File: src/rtl/vga_pkg.sv
// Shared constants and arbiter state encoding for the VGA pixel-memory path.
package vga_pkg;

    localparam int PIX_W           = 12;
    localparam int FRAME_WORDS_DEF = 19200;

    typedef enum logic [2:0] {
        IDLE,
        VID_ISSUE,
        VID_CAP,
        WB_WR,
        WB_RD,
        WB_RACK
    } arb_state_t;

endpackage

File: src/rtl/vga_pix_fifo.sv
// Synchronous prefetch FIFO with a combinational head and an occupancy count.
// Push while full and pop while empty are ignored; flush empties it in one cycle.
module vga_pix_fifo #(
    parameter  int DEPTH = 8,
    parameter  int W     = 12,
    localparam int AW    = $clog2(DEPTH),
    localparam int CW    = AW + 1
) (
    input  logic          clk,
    input  logic          reset,
    input  logic          flush,
    input  logic          push,
    input  logic [W-1:0]  push_dat,
    input  logic          pop,
    output logic [W-1:0]  head,
    output logic [CW-1:0] count,
    output logic          empty
);

    logic [W-1:0]  r_mem [DEPTH];
    logic [AW-1:0] r_wr_ptr;
    logic [AW-1:0] r_rd_ptr;
    logic [CW-1:0] r_count;
    logic          w_push;
    logic          w_pop;

    assign w_push = push && (r_count != CW'(DEPTH));
    assign w_pop  = pop && (r_count != '0);

    always_ff @(posedge clk) begin
        if (w_push) begin
            r_mem[r_wr_ptr] <= push_dat;
        end
    end

    always_ff @(posedge clk) begin
        if (reset || flush) begin
            r_wr_ptr <= '0;
            r_rd_ptr <= '0;
            r_count  <= '0;
        end else begin
            if (w_push) begin
                r_wr_ptr <= r_wr_ptr + AW'(1);
            end
            if (w_pop) begin
                r_rd_ptr <= r_rd_ptr + AW'(1);
            end
            r_count <= r_count + CW'(w_push) - CW'(w_pop);
        end
    end

    assign head  = r_mem[r_rd_ptr];
    assign count = r_count;
    assign empty = (r_count == '0);

endmodule

File: src/rtl/vga_mem_arbiter.sv
// Shares one single-port pixel RAM between video prefetch and a Wishbone slave.
// WB write ack 2 cycles and read ack 3 cycles after IDLE samples the request.
module vga_mem_arbiter
    import vga_pkg::*;
#(
    parameter int ADDR_W      = 15,
    parameter int FRAME_WORDS = FRAME_WORDS_DEF,
    parameter int FIFO_DEPTH  = 8,
    parameter int LOW_WM      = 4
) (
    input  logic              clk,
    input  logic              reset,
    input  logic              frame_start,
    input  logic              pix_pop,
    output logic [PIX_W-1:0]  pix_data,
    output logic              underflow,
    input  logic              wb_cyc_i,
    input  logic              wb_stb_i,
    input  logic              wb_we_i,
    input  logic [ADDR_W-1:0] wb_adr_i,
    input  logic [PIX_W-1:0]  wb_dat_i,
    output logic [PIX_W-1:0]  wb_dat_o,
    output logic              wb_ack_o,
    output logic              mem_en,
    output logic              mem_we,
    output logic [ADDR_W-1:0] mem_addr,
    output logic [PIX_W-1:0]  mem_wdata,
    input  logic [PIX_W-1:0]  mem_rdata
);

    localparam int CNT_W = $clog2(FIFO_DEPTH) + 1;

    arb_state_t        r_state;
    arb_state_t        w_state_nxt;
    logic [ADDR_W-1:0] r_vid_addr;
    logic              r_drop;
    logic              r_underflow;
    logic              r_wb_ack;
    logic [PIX_W-1:0]  r_wb_dat;
    logic [PIX_W-1:0]  w_head;
    logic [CNT_W-1:0]  w_count;
    logic              w_empty;
    logic              w_push;
    logic              w_pop;
    logic              w_wb_req;

    // The master still holds stb in the ack cycle; masking it stops a double transfer.
    assign w_wb_req = wb_cyc_i && wb_stb_i && !r_wb_ack;
    assign w_push   = (r_state == VID_CAP) && !frame_start && !r_drop;
    assign w_pop    = pix_pop && !frame_start;

    vga_pix_fifo #(
        .DEPTH (FIFO_DEPTH),
        .W     (PIX_W)
    ) u_fifo (
        .clk      (clk),
        .reset    (reset),
        .flush    (frame_start),
        .push     (w_push),
        .push_dat (mem_rdata),
        .pop      (w_pop),
        .head     (w_head),
        .count    (w_count),
        .empty    (w_empty)
    );

    always_comb begin
        w_state_nxt = r_state;
        mem_en      = 1'b0;
        mem_we      = 1'b0;
        mem_addr    = '0;
        mem_wdata   = '0;
        case (r_state)
            IDLE: begin
                if (w_count < CNT_W'(LOW_WM)) begin
                    w_state_nxt = VID_ISSUE;
                end else if (w_wb_req) begin
                    w_state_nxt = wb_we_i ? WB_WR : WB_RD;
                end else if (w_count < CNT_W'(FIFO_DEPTH)) begin
                    w_state_nxt = VID_ISSUE;
                end
            end
            VID_ISSUE: begin
                mem_en      = 1'b1;
                mem_addr    = r_vid_addr;
                w_state_nxt = VID_CAP;
            end
            VID_CAP: begin
                w_state_nxt = IDLE;
            end
            WB_WR: begin
                mem_en      = 1'b1;
                mem_we      = 1'b1;
                mem_addr    = wb_adr_i;
                mem_wdata   = wb_dat_i;
                w_state_nxt = IDLE;
            end
            WB_RD: begin
                mem_en      = 1'b1;
                mem_addr    = wb_adr_i;
                w_state_nxt = WB_RACK;
            end
            WB_RACK: begin
                w_state_nxt = IDLE;
            end
            default: begin
                w_state_nxt = IDLE;
            end
        endcase
    end

    always_ff @(posedge clk) begin
        if (reset) begin
            r_state     <= IDLE;
            r_vid_addr  <= '0;
            r_drop      <= 1'b0;
            r_underflow <= 1'b0;
            r_wb_ack    <= 1'b0;
            r_wb_dat    <= '0;
        end else begin
            r_state  <= w_state_nxt;
            r_wb_ack <= (r_state == WB_WR) || (r_state == WB_RACK);
            if (r_state == WB_RACK) begin
                r_wb_dat <= mem_rdata;
            end
            // A read issued just before a flush belongs to the old frame.
            r_drop <= frame_start && (r_state == VID_ISSUE);
            if (frame_start) begin
                r_vid_addr <= '0;
            end else if (w_push) begin
                r_vid_addr <= (r_vid_addr == ADDR_W'(FRAME_WORDS - 1)) ? '0 : r_vid_addr + ADDR_W'(1);
            end
            if (frame_start) begin
                r_underflow <= 1'b0;
            end else if (pix_pop && w_empty) begin
                r_underflow <= 1'b1;
            end
        end
    end

    assign pix_data  = w_empty ? '0 : w_head;
    assign underflow = r_underflow;
    assign wb_ack_o  = r_wb_ack;
    assign wb_dat_o  = r_wb_dat;

endmodule

File: config.mk
export PLATFORM = sky130hd
export DESIGN_NAME = vga_mem_arbiter
export DESIGN_NICKNAME = d
export VERILOG_FILES = /design/src/rtl/vga_pkg.sv /design/src/rtl/vga_pix_fifo.sv /design/src/rtl/vga_mem_arbiter.sv
export SDC_FILE = /design/constraint.sdc
export NUM_CORES = 1
export LEC_CHECK = 0
export CAP_MARGIN = 30
export CORE_UTILIZATION = 63
export DETAILED_ROUTE_END_ITERATION = 8
export DONT_BUFFER_PORTS = 1
export PLACE_DENSITY = 0.84
export SKIP_CTS_REPAIR_TIMING = 1
export SLEW_MARGIN = 10
export SYNTH_ARGS = -nofsm -noshare
export SYNTH_HDL_FRONTEND = slang
export SYNTH_SLANG_ARGS = --single-unit
export TNS_END_PERCENT = 100
File: constraint.sdc
create_clock -name clk -period 3.4 [get_ports clk]
set_clock_uncertainty 0.15 [all_clocks]
set_input_delay 0.17 -clock clk [delete_from_list [all_inputs] [get_ports clk]]
set_output_delay 0.17 -clock clk [all_outputs]
set_load 0.01 [all_outputs]
== Yosys cells after proc, flatten, opt, wreduce, memory -nomap -nowiden ==
Memory sizes are Yosys's and may differ from the RTL's. A register that Yosys moved wholly into a read port is not among the register bits.
Index checks and enable logic that the tools add are counted.

* Bits in registers: 43
* Memory bits (writable): 96
* Output and inout port bits: 55
* Memories kept: 1

* Add/subtract/negate cells: 5
* Order comparisons: 2
* Equal/unequal tests: 8
* Mux-type cells: 15
* Reduce and logical (&&, ||, !) cells: 20

{| class="wikitable"
|+ Memory list
! name !! depth !! bits a word !! read ports !! clocked after Yosys merged registers in !! write ports !! line !! RTL
|-
| u_fifo.r_mem || 8 || 12 || 1 || 1 || 1 || vga_pix_fifo.sv:20 || <nowiki>logic [W-1:0] r_mem [DEPTH];</nowiki>
|}

{| class="wikitable"
|+ Operators with widths
! operator !! count
|-
| $pmux W15 S2 || 1
|-
| $mux W12 || 2
|-
| $mux W3 || 6
|-
| $add A15 B1 Y15 const B || 1
|-
| $eq A15 B15 Y1 const B || 1
|-
| $mux W15 || 1
|-
| $logic_and A1 B1 Y1 || 9
|-
| $pmux W3 S3 || 1
|-
| $ne A4 B4 Y1 const B || 2
|-
| $add A3 B1 Y3 const B || 2
|-
| $eq A3 B2 Y1 const B || 2
|-
| $eq A3 B3 Y1 const B || 2
|-
| $add A4 B1 Y4 || 1
|-
| $logic_not A4 Y1 || 1
|-
| $lt A4 B3 Y1 const B || 1
|-
| $lt A4 B4 Y1 const B || 1
|-
| $mux W1 || 4
|-
| $reduce_bool A4 Y1 || 1
|-
| $reduce_or A2 Y1 || 2
|-
| $sub A4 B1 Y4 || 1
|-
| $eq A3 B1 Y1 const B || 1
|-
| $logic_not A1 Y1 || 3
|-
| $logic_not A3 Y1 || 1
|-
| $reduce_or A3 Y1 || 1
|-
| $logic_or A1 B1 Y1 || 2
|}

== Logic depth before layout (Yosys ltp) ==
Gate-level depths: netlist (run 1).

* Depth in word-level cells: 6
* Gate-level depth with buffers: 12

== By module ==
From an unflattened synthesis (run 1), not the netlist that was laid out.

* Cell total of the unflattened synthesis: 435
* Area total of the unflattened synthesis: 6,177.2 µm²

{| class="wikitable"
|+ By module, submodules not included
! module !! instances !! cells each !! area an instance (µm²)
|-
| vga_pix_fifo || 1 || 219 || 4,406.7
|-
| vga_mem_arbiter || 1 || 216 || 1,770.4
|}

== Worst setup path after synthesis (run 1) ==
OpenSTA, ideal clock, no wires.

* Kind: flip-flop to flip-flop
* From: register r_state[2]
* To: memory u_fifo.r_mem[2][0], enable pin
* Library setup time: 417 ps
* Arrival: 2,494 ps
* Required time: 2,833 ps
* Slack: 339 ps
* Cell stages (with the launch flop): 6
* Buffers on the path: 1
* Clock period less this slack: 3,061 ps
* Cell sequence: dfxtp_1 -> buf_6 -> nor4b_4 -> and2b_2 -> nand2b_4 -> nor4b_1

* Cells in the longest elaborated chain, start to end: 6

{| class="wikitable"
|+ RTL lines
! item !! line !! RTL
|-
| start, declared || vga_mem_arbiter.sv:33 || <nowiki>arb_state_t r_state;</nowiki>
|-
| start signal, assigned || vga_mem_arbiter.sv:121 || <nowiki>r_state <= w_state_nxt;</nowiki>
|-
| $eq A3 B2 Y1 || vga_mem_arbiter.sv:49 || <nowiki>assign w_push = (r_state == VID_CAP) && !frame_start && !r_drop;</nowiki>
|-
| $logic_and A1 B1 Y1 (2 in series) || vga_mem_arbiter.sv:49 ||
|-
| $logic_and A1 B1 Y1 || vga_pix_fifo.sv:27 || <nowiki>assign w_push = push && (r_count != CW'(DEPTH));</nowiki>
|-
| $mux W1 || vga_pix_fifo.sv:31 || <nowiki>if (w_push) begin</nowiki>
|-
| $mux W1 (not written as such) || vga_pix_fifo.sv:32 || <nowiki>r_mem[r_wr_ptr] <= push_dat;</nowiki>
|-
| end, declared || vga_pix_fifo.sv:20 ||
|}

No other way between the ends.

== Final worst setup path (run 1) ==
* From: register u_fifo.r_count[2], in the netlist u_fifo.count[2]
* To: register u_fifo.r_count[2], in the netlist u_fifo.count[2]

* Elaborated cells on any way between the ends: 6

{| class="wikitable"
|+ RTL lines
! item !! line !! RTL
|-
| start, declared || vga_pix_fifo.sv:23 || <nowiki>logic [CW-1:0] r_count;</nowiki>
|-
| start signal, assigned || vga_pix_fifo.sv:48 || <nowiki>r_count <= r_count + CW'(w_push) - CW'(w_pop);</nowiki>
|-
| $reduce_bool A4 Y1 || vga_pix_fifo.sv:28 || <nowiki>assign w_pop = pop && (r_count != '0);</nowiki>
|-
| $logic_and A1 B1 Y1 || vga_pix_fifo.sv:28 ||
|-
| named net u_fifo.w_pop || vga_pix_fifo.sv:25 || <nowiki>logic w_pop;</nowiki>
|-
| $sub A4 B1 Y4 || vga_pix_fifo.sv:48 ||
|}

The timed path passes the listed nets, and every way through them passes these cells.
A chain may end at the register's enable or synchronous reset.

==> results.toml, run 1 <==
[sta]
worstMarginPinSlew_ns = 0.991
post-route-period-util_pct = 87.4
final.setup.worst_slack_ns = 0.428
fmax_mhz = 336
period_needed_ns = 2.97
max_slew_margin_pct = 33.8
setup_viol_count_final = 0
fin_setup_tns_ns = 0
grt_setup_unrepaired = "no"
maxSlewViolCount = 0
whs_ns = -0.0329
finalHoldViolations = 2

[yosys]
muxShareOfSynthArea_pct = 11.4
ys.flop_type = "edfxtp_1"
syn-instance-count = 425
synth_xor_xnor_area_share_pct = 2.17
synthArstFlopShare_pct = 0
synthSimpleGateAreaFrac_pct = 13.2
synth-compound-area-share_pct = 5.38
synth-edff-count = 96
yosys.area.top_type = "edfxtp_1"
yosysSeqAreaShare_pct = 62.9
synth.top_cell.area_share_pct = 47.7
synth_area_leaders = "edfxtp_1 (48%), dfxtp_1 (15%), mux4_2 (8.9%)"
post_synth.cell_area_avg_um2 = 14.2
syn_nets = 482
synth_fa_ha_area_share_pct = 2.40
ys_types = 58
synth_top_family_by_area = "simple AND/OR/NAND/NOR gates"
synth_area_um2 = 6050
yosys_register_bits = 142
yosys_warnings = 0

[setup_path]
cp_slowest_stage_delay_ns = 0.43
worstPathMaxFanout = 10
critPathTopFamily = "adder cells"
worst_setup_path_start_kind = "flop"
worstPathRequired_ns = 3.65
cp_cell_sequence = "inv_1, ha_1, nor3b_2, buf_6, nand2b_1, nor2_1, ha_1, inv_1, ha_1, inv_1, fa_1, xor2_1, nor2_1"
end_kind = "flop"
critPathArrivalTime_ns = 3.23
cp_slowest_cell = "nor3b_2"
crit_type = "reg -> reg"
path_buf_inv = 4

[grt]
grt.overflow.total = 0
grt_usage_pct = 27.6
grt_antenna_before_repair = 2
grt_pass1_wl_mm = 19.5
grt_util_met3_pct = 7.38
busiest_layer = "met2"
gr-usage-met2_pct = 48.3
grt_max_degree = 23
met1_usage_pct = 33.4
grt_pass1_vias = 3626

[cts]
path_clk_slew_ns = 0.06
clockBufferDepth = 2
clkLatencyLatePin_ns = 0.53
tritoncts = "built"
cts_made_buffers = 17
cts_root_buf = "clkbuf_8"
cts_sinks = 142
h-tree-depth = 4

[route]
via_count = 3730
initialDrtViolationCount = 228
drc = 0
wl_per_cell_um = 22.8
drtPass1Iterations = 5
postRouteWirelength_mm = 13.6
vias_per_cell = 6.25
final_antenna_net_count = 0

[final_layout]
syn_to_final_growth_pct = 15.9
n_fill_cell = 547
finalNonFillerCells = 597
fin_util_pct = 75.5
nets = 511
drive_gt1_share_pct = 20.3

[power]
p_leak_uw = 0.00235
vdd_drop_max_mv = 0.402
power_density_nw_per_um2 = 545

[die]
die_width_um = 100
ios = 101
initial_utilization_pct = 65.1
core-area_um2 = 9280
rows = 35
die_h_um = 100
dieArea_um2 = 9990

[placement]
hpwl_mm = 8.59
dp_cells = 545
place_congestion = 0.838
io_buffers = 0
post-place-ws_ns = 0.168

[outcome]
violations = "negative hold slack"
status = "finished with violations"

[job]
cap_violations = 0

[worst_hold_path]
hold_path_class = "in -> reg"
-- layer usage --
metal,share of wire [%],vias to the layer above
met3,8.1,17
met5,0.096,-
li1,-,1666
met1,39,1844
met2,52,201
met4,1.5,2
-- Yosys cell counts (all sizes together) (4+ instances only) --
master	n
clkbuf	13
nor2	42
nor3b	5
a21oi	21
xor2	10
dfxtp	46
nand2	30
buf	12
a22o	15
xnor2	5
nor4	4
nor3	4
edfxtp	96
mux4	24
ha	10
nor4b	5
inv	8
nand4	7
and3	13
nand3	6
mux2i	15
-- per-stage QoR --
stage / hold WS (ns) / instance area, um^2 / power, uW
2_1_floorplan: 0.119 / 6050 / 1980
3_3_place_gp: 0.0964 / 6230 / 1990
3_5_place_dp: 0.0988 / 6230 / 1990
4_1_cts: -0.449 / 6810 / 3790
5_1_grt: 0.00186 / 7000 / 3910
6_report: -0.0329 / 7010 / 3820
-- final cells by class --
type | count | area [um^2] | area share, %
clock inverter | 13 | 149 | 2.13
antenna | 1 | 2.50 | 0.0357
multi-input combinational | 250 | 2110 | 30.2
tap | 129 | 161 | 2.30
sequential | 142 | 3800 | 54.3
timing repair buffer | 35 | 312 | 4.45
clock buffer | 19 | 432 | 6.16
inverter | 8 | 32.5 | 0.464
-- registers in the layout, summed over array words and instances (netlist names), named ones only --
name             count
wb_ack_o             1
r_vid_addr          15
underflow            1
u_fifo.r_mem        96
r_drop               1
u_fifo.count         4
r_state              3
u_fifo.r_rd_ptr      3
u_fifo.r_wr_ptr      3
wb_dat_o            12
-- layout by cell type, fill, tap and decap left out, types with 16 or more instances in the layout --
cell type,n
dfxtp_1,46
buf_4,16
nand2_1,29
nor2_1,42
mux4_2,24
edfxtp_1,96
clkbuf_16,16
dlygate4sd3_1,18
a21oi_1,20
-- worst register-to-register path, delay by kind of cell, from the launching register on --
family	cells	cell delay (ns)
flip-flops	1	0.31
XOR/XNOR	1	0.17
buffers and inverters	4	0.46
adder cells (fa/ha/maj)	4	1.00
AND/OR/NAND/NOR	4	0.75
-- final timing paths --
kind	start	end	slack (ns)	cells after the start
setup reg to reg	u_fifo.count[2]	u_fifo.count[2]	0.43	13
hold / removal	wb_stb_i	r_state[1]	-0.03	4
setup / recovery	u_fifo.count[2]	u_fifo.count[2]	0.43	13
hold reg to reg	wb_dat_o[9]	wb_dat_o[9]	0.36	2
-- report_power, final --
part | total [uW] | internal [uW] | switching, uW
clock network | 1820 | 1080 | 739
logic | 133 | 50.1 | 83.2
registers | 1860 | 1850 | 14.6
-- kinds of logic (layout without fill, tap and decap cells) --
logic type      after synthesis  count (layout)
buf+inv                      33              75
fa+ha+maj                    11              11
mux                          39              39
other cells                   0               1
simple gates                139             139
xor+xnor                     15              15
compound gates               46              46
flops                       142             142
(Power assumes the default switching activity.)
==> inputs of run 2 (changes only) <==
--- a/config.mk
+++ b/config.mk
@@ -10,4 +10,5 @@
 export DETAILED_ROUTE_END_ITERATION = 8
 export DONT_BUFFER_PORTS = 1
+export GPL_TIMING_DRIVEN = 0
 export PLACE_DENSITY = 0.84
 export SKIP_CTS_REPAIR_TIMING = 1
==> constraint.sdc (replaced) <==
create_clock -name clk -period 3.4 [get_ports clk]
set_clock_uncertainty 0.15 [all_clocks]
set_input_delay 0.68 -clock clk [delete_from_list [all_inputs] [get_ports clk]]
set_output_delay 0.68 -clock clk [all_outputs]
set_load 0.01 [all_outputs]
==> results.toml, run 2 (synthesis gave the netlist of run 1 again) <==
[cts]
cts_root_buf = "clkbuf_8"
tritoncts = "built"
cts_made_buffers = 17
clockBufferDepth = 2
path_clk_slew_ns = 0.07
clkLatencyLatePin_ns = 0.52
cts_sinks = 142
h-tree-depth = 4

[sta]
grt_setup_unrepaired = "no"
period_needed_ns = 3.23
finalHoldViolations = 0
whs_ns = 0.0975
post-route-period-util_pct = 95.1
fmax_mhz = 309
setup_viol_count_final = 0
max_slew_margin_pct = 41.3
worstMarginPinSlew_ns = 0.873
maxSlewViolCount = 0

[setup_path]
crit_type = "reg -> out"
end_kind = "output pin"
worstReg2RegStart = "r_state[2]"
worst_setup_path_start_kind = "flop"
worstPathMaxFanout = 10
worstPathRequired_ns = 2.57
critPathArrivalTime_ns = 2.40

[grt]
grt_antenna_before_repair = 0
grt_pass1_vias = 3727
grt_usage_pct = 28.9
grt_max_degree = 17
grt_pass1_wl_mm = 20.5
grt.overflow.total = 0

[placement]
place_congestion = 0.852
hpwl_mm = 8.98
io_buffers = 0

[route]
vias_per_cell = 6.29
drtPass1Iterations = 5
via_count = 3738
postRouteWirelength_mm = 13.5
initialDrtViolationCount = 265
final_antenna_net_count = 0
wl_per_cell_um = 22.7
drc = 0

[power]
total_power_uw = 3740
vdd_drop_max_mv = 0.408
power_density_nw_per_um2 = 541
p_leak_uw = 0.00229

[outcome]
status = "completed"

[worst_hold_path]
hold_path_class = "in -> reg"
hold_start = "mem_rdata[11]"

[die]
initial_utilization_pct = 65.1
core-area_um2 = 9280
die_h_um = 100
rows = 35
die_width_um = 100
ios = 101
dieArea_um2 = 9990

[job]
cap_violations = 0

[final_layout]
nets = 509
largest_reg_flops = 96
n_antenna_cell = 0
mostFrequentLayoutCell = "edfxtp_1"
syn_to_final_growth_pct = 14.3
fin_util_pct = 74.4
final_cell_mix = "edfxtp_1 (96), dfxtp_1 (46), nor2_1 (42), nand2_1 (29), mux4_2 (24)"
drive_gt1_share_pct = 21.3
largest-register = "u_fifo.r_mem"
-- run 2: cell count changes in the layout (fill, tap and decap cells not counted), moves of 2 or more --
cell / change
clkbuf_1: +13
buf_2: +6
nor3b_1: -2
buf_4: -14
nor3b_2: +2
buf_6: +8
buf_1: +3
nor3_1: -2
dlygate4sd3_1: -18
clkinv_4: +3
nor3_2: +2
inv_6: -2
-- run 2: cell type report --
cell class / instances / area (um^2)
inverter: 8 / 32.5
tap: 129 / 161
fill: 590 / 2370
sequential: 142 / 3800
buffer: 25 / 121
clock inverter: 12 / 124
timing repair buffer: 8 / 86.3
multi-input combinational: 250 / 2130
clock buffer: 20 / 447
-- run 2: through the flow --
stage / cells / cell area (um^2) / setup TNS, ns / setup slack (ns)
global placement: 554 / 6210 / -39.49 / -0.791
CTS: 594 / 6900 / -0.120 / -0.0455
global route: 594 / 6910 / 0 / 0.0368
finish: 594 / 6910 / 0 / 0.166
detailed placement: 562 / 6330 / 0 / 0.301
floorplan: 425 / 6050 / 0 / 0.131
-- run 2: where the power goes --
part	leakage [uW]	switching, uW	internal [uW]
sequential	0.00123	6.88	1850
clock	0.000274	738	1030
combinational	0.000781	71.6	40.1
total	0.00229	817	2920
-- run 2: final timing paths --
path         slack [ns]                  end  cells past startpoint
max                0.17          pix_data[5]                      5
min                 0.1  u_fifo.r_mem[1][11]                      0
min reg2reg        0.35          wb_dat_o[4]                      2
max reg2reg        0.54   u_fifo.r_mem[6][2]                      8
-- run 2: layer usage --
metal	share of wire, %	wire, um	global-route usage (%)
met1	38	5170	35.2
met2	52	7050	49.4
met3	7.6	1030	8.36
met4	1.6	212	9.95
met5	0	0	0
-- run 2: critical path, cell delays in order, from the launching register on --
cell and delay (ns):
dfxtp_1 0.30, buf_1 0.27, clkbuf_1 0.55, mux4_2 0.42
mux2i_1 0.20, nor2_1 0.14
==> inputs of run 3 (changes only) <==
- PLACE_DENSITY: 0.84 -> 0.86
==> results.toml, run 3 (synthesis gave the netlist of run 1 again) <==
[sta]
maxSlewViolCount = 0
worstMarginPinSlew_ns = 0.895
setup_viol_count_final = 0
final.setup.worst_slack_ns = 0.0897
post-route-period-util_pct = 97.4
fmax_mhz = 302
whs_ns = 0.0951
finalHoldViolations = 0
grt_setup_unrepaired = "no"
fin_setup_tns_ns = 0
period_needed_ns = 3.31
max_slew_margin_pct = 40.4

[die]
dieArea_um2 = 9990
ios = 101
die_h_um = 100
die_width_um = 100
core-area_um2 = 9280
initial_utilization_pct = 65.1
rows = 35

[worst_hold_path]
hold_path_class = "in -> reg"

[route]
postRouteWirelength_mm = 13.7
initialDrtViolationCount = 250
wl_per_cell_um = 23.0
drc = 0
via_count = 3790
drtPass1Iterations = 6
vias_per_cell = 6.35
final_antenna_net_count = 0

[final_layout]
n_antenna_cell = 0
final_cell_mix = "edfxtp_1 (96), dfxtp_1 (46), nor2_1 (42), nand2_1 (29), mux4_2 (24)"
largest_reg_flops = 96
mostFrequentLayoutCell = "edfxtp_1"
nets = 512
largest-register = "u_fifo.r_mem"
stdcell_area_um2 = 6920
syn_to_final_growth_pct = 14.4
drive_gt1_share_pct = 21.6

[cts]
path_clk_slew_ns = 0.07
tritoncts = "built"
h-tree-depth = 4
clockBufferDepth = 2
cts_sinks = 142
cts_root_buf = "clkbuf_8"
cts_made_buffers = 17
clkLatencyLatePin_ns = 0.52

[grt]
grt_antenna_before_repair = 0
grt_pass1_wl_mm = 20.9
grt_usage_pct = 29.7
grt_max_degree = 17
grt_pass1_vias = 3730
grt.overflow.total = 0

[placement]
post-place-ws_ns = 0.358
hpwl_mm = 9.03
place_area_um2 = 6340
place_congestion = 0.851
io_buffers = 0

[job]
cap_violations = 0

[setup_path]
worstPathMaxFanout = 10
worst_setup_path_start_kind = "flop"
path_buf_inv = 2
critPathArrivalTime_ns = 2.48
cp_cell_sequence = "buf_1, clkbuf_1, mux4_2, mux2i_1, nor2_1"
crit_type = "reg -> out"
end_kind = "output pin"
critPathTopFamily = "buffers and inverters"
cp_slowest_stage_delay_ns = 0.60
cp_slowest_cell = "clkbuf_1"
worstPathRequired_ns = 2.57

[power]
vdd_drop_max_mv = 0.305
p_leak_uw = 0.00230
power_density_nw_per_um2 = 542

[outcome]
status = "completed"
[run 3: per-layer routing]
metal	part of all wire, %	vias to the layer above	global-route usage, %
met5	0	-	0
met4	1.4	0	10.1
met3	9.3	22	9.19
met2	52	212	50.0
met1	38	1886	36.7
li1	-	1670	-
[run 3: cell type report]
| type | count | area (um^2) |
|---|---|---|
| inverters | 8 | 32.5 |
| clock inverters | 12 | 124 |
| plain buffers | 25 | 120 |
| repair buffers | 11 | 97.6 |
| fillers | 568 | 2360 |
| multi-input cells | 250 | 2130 |
| flip-flops and latches | 142 | 3800 |
| well taps | 129 | 161 |
| clock buffers | 20 | 447 |
[run 3: worst reg2reg max path, cell delays in order, from the launching register on]
cell and delay, ns:
dfxtp_1 0.37, inv_1 0.12, ha_1 0.15, nor3b_2 0.40, nand2b_1 0.26, nor2_1 0.06, ha_1 0.29, inv_1 0.07
ha_1 0.17, inv_1 0.06, fa_1 0.37, xor2_1 0.16, nor2_1 0.06
[run 3: through the flow]
step                util (%)  cells  power [uW]
CTS                     74.5    597        3760
detailed placement      68.3    565        2000
floorplan                  -    425        1980
global placement        66.9    554        2000
finish                  74.5    597        3750
global route            74.5    597        3860
[run 3: where the power goes]
part,internal [uW],switching (uW),leakage (uW)
sequential,1850,6.91,0.00123
combinational,40.6,72.3,0.000792
clock,1030,749,0.000273
[run 3: final timing paths]
check | start | endpoint | slack [ns] | cells after the start
worst max-delay path | flop | pix_data[3] | 0.09 | 5
worst max register to register | u_fifo.count[3] | u_fifo.count[2] | 0.58 | 12
worst min-delay path | mem_rdata[3] | u_fifo.r_mem[5][3] | 0.1 | 0
worst min register to register | wb_dat_o[6] | wb_dat_o[6] | 0.36 | 2
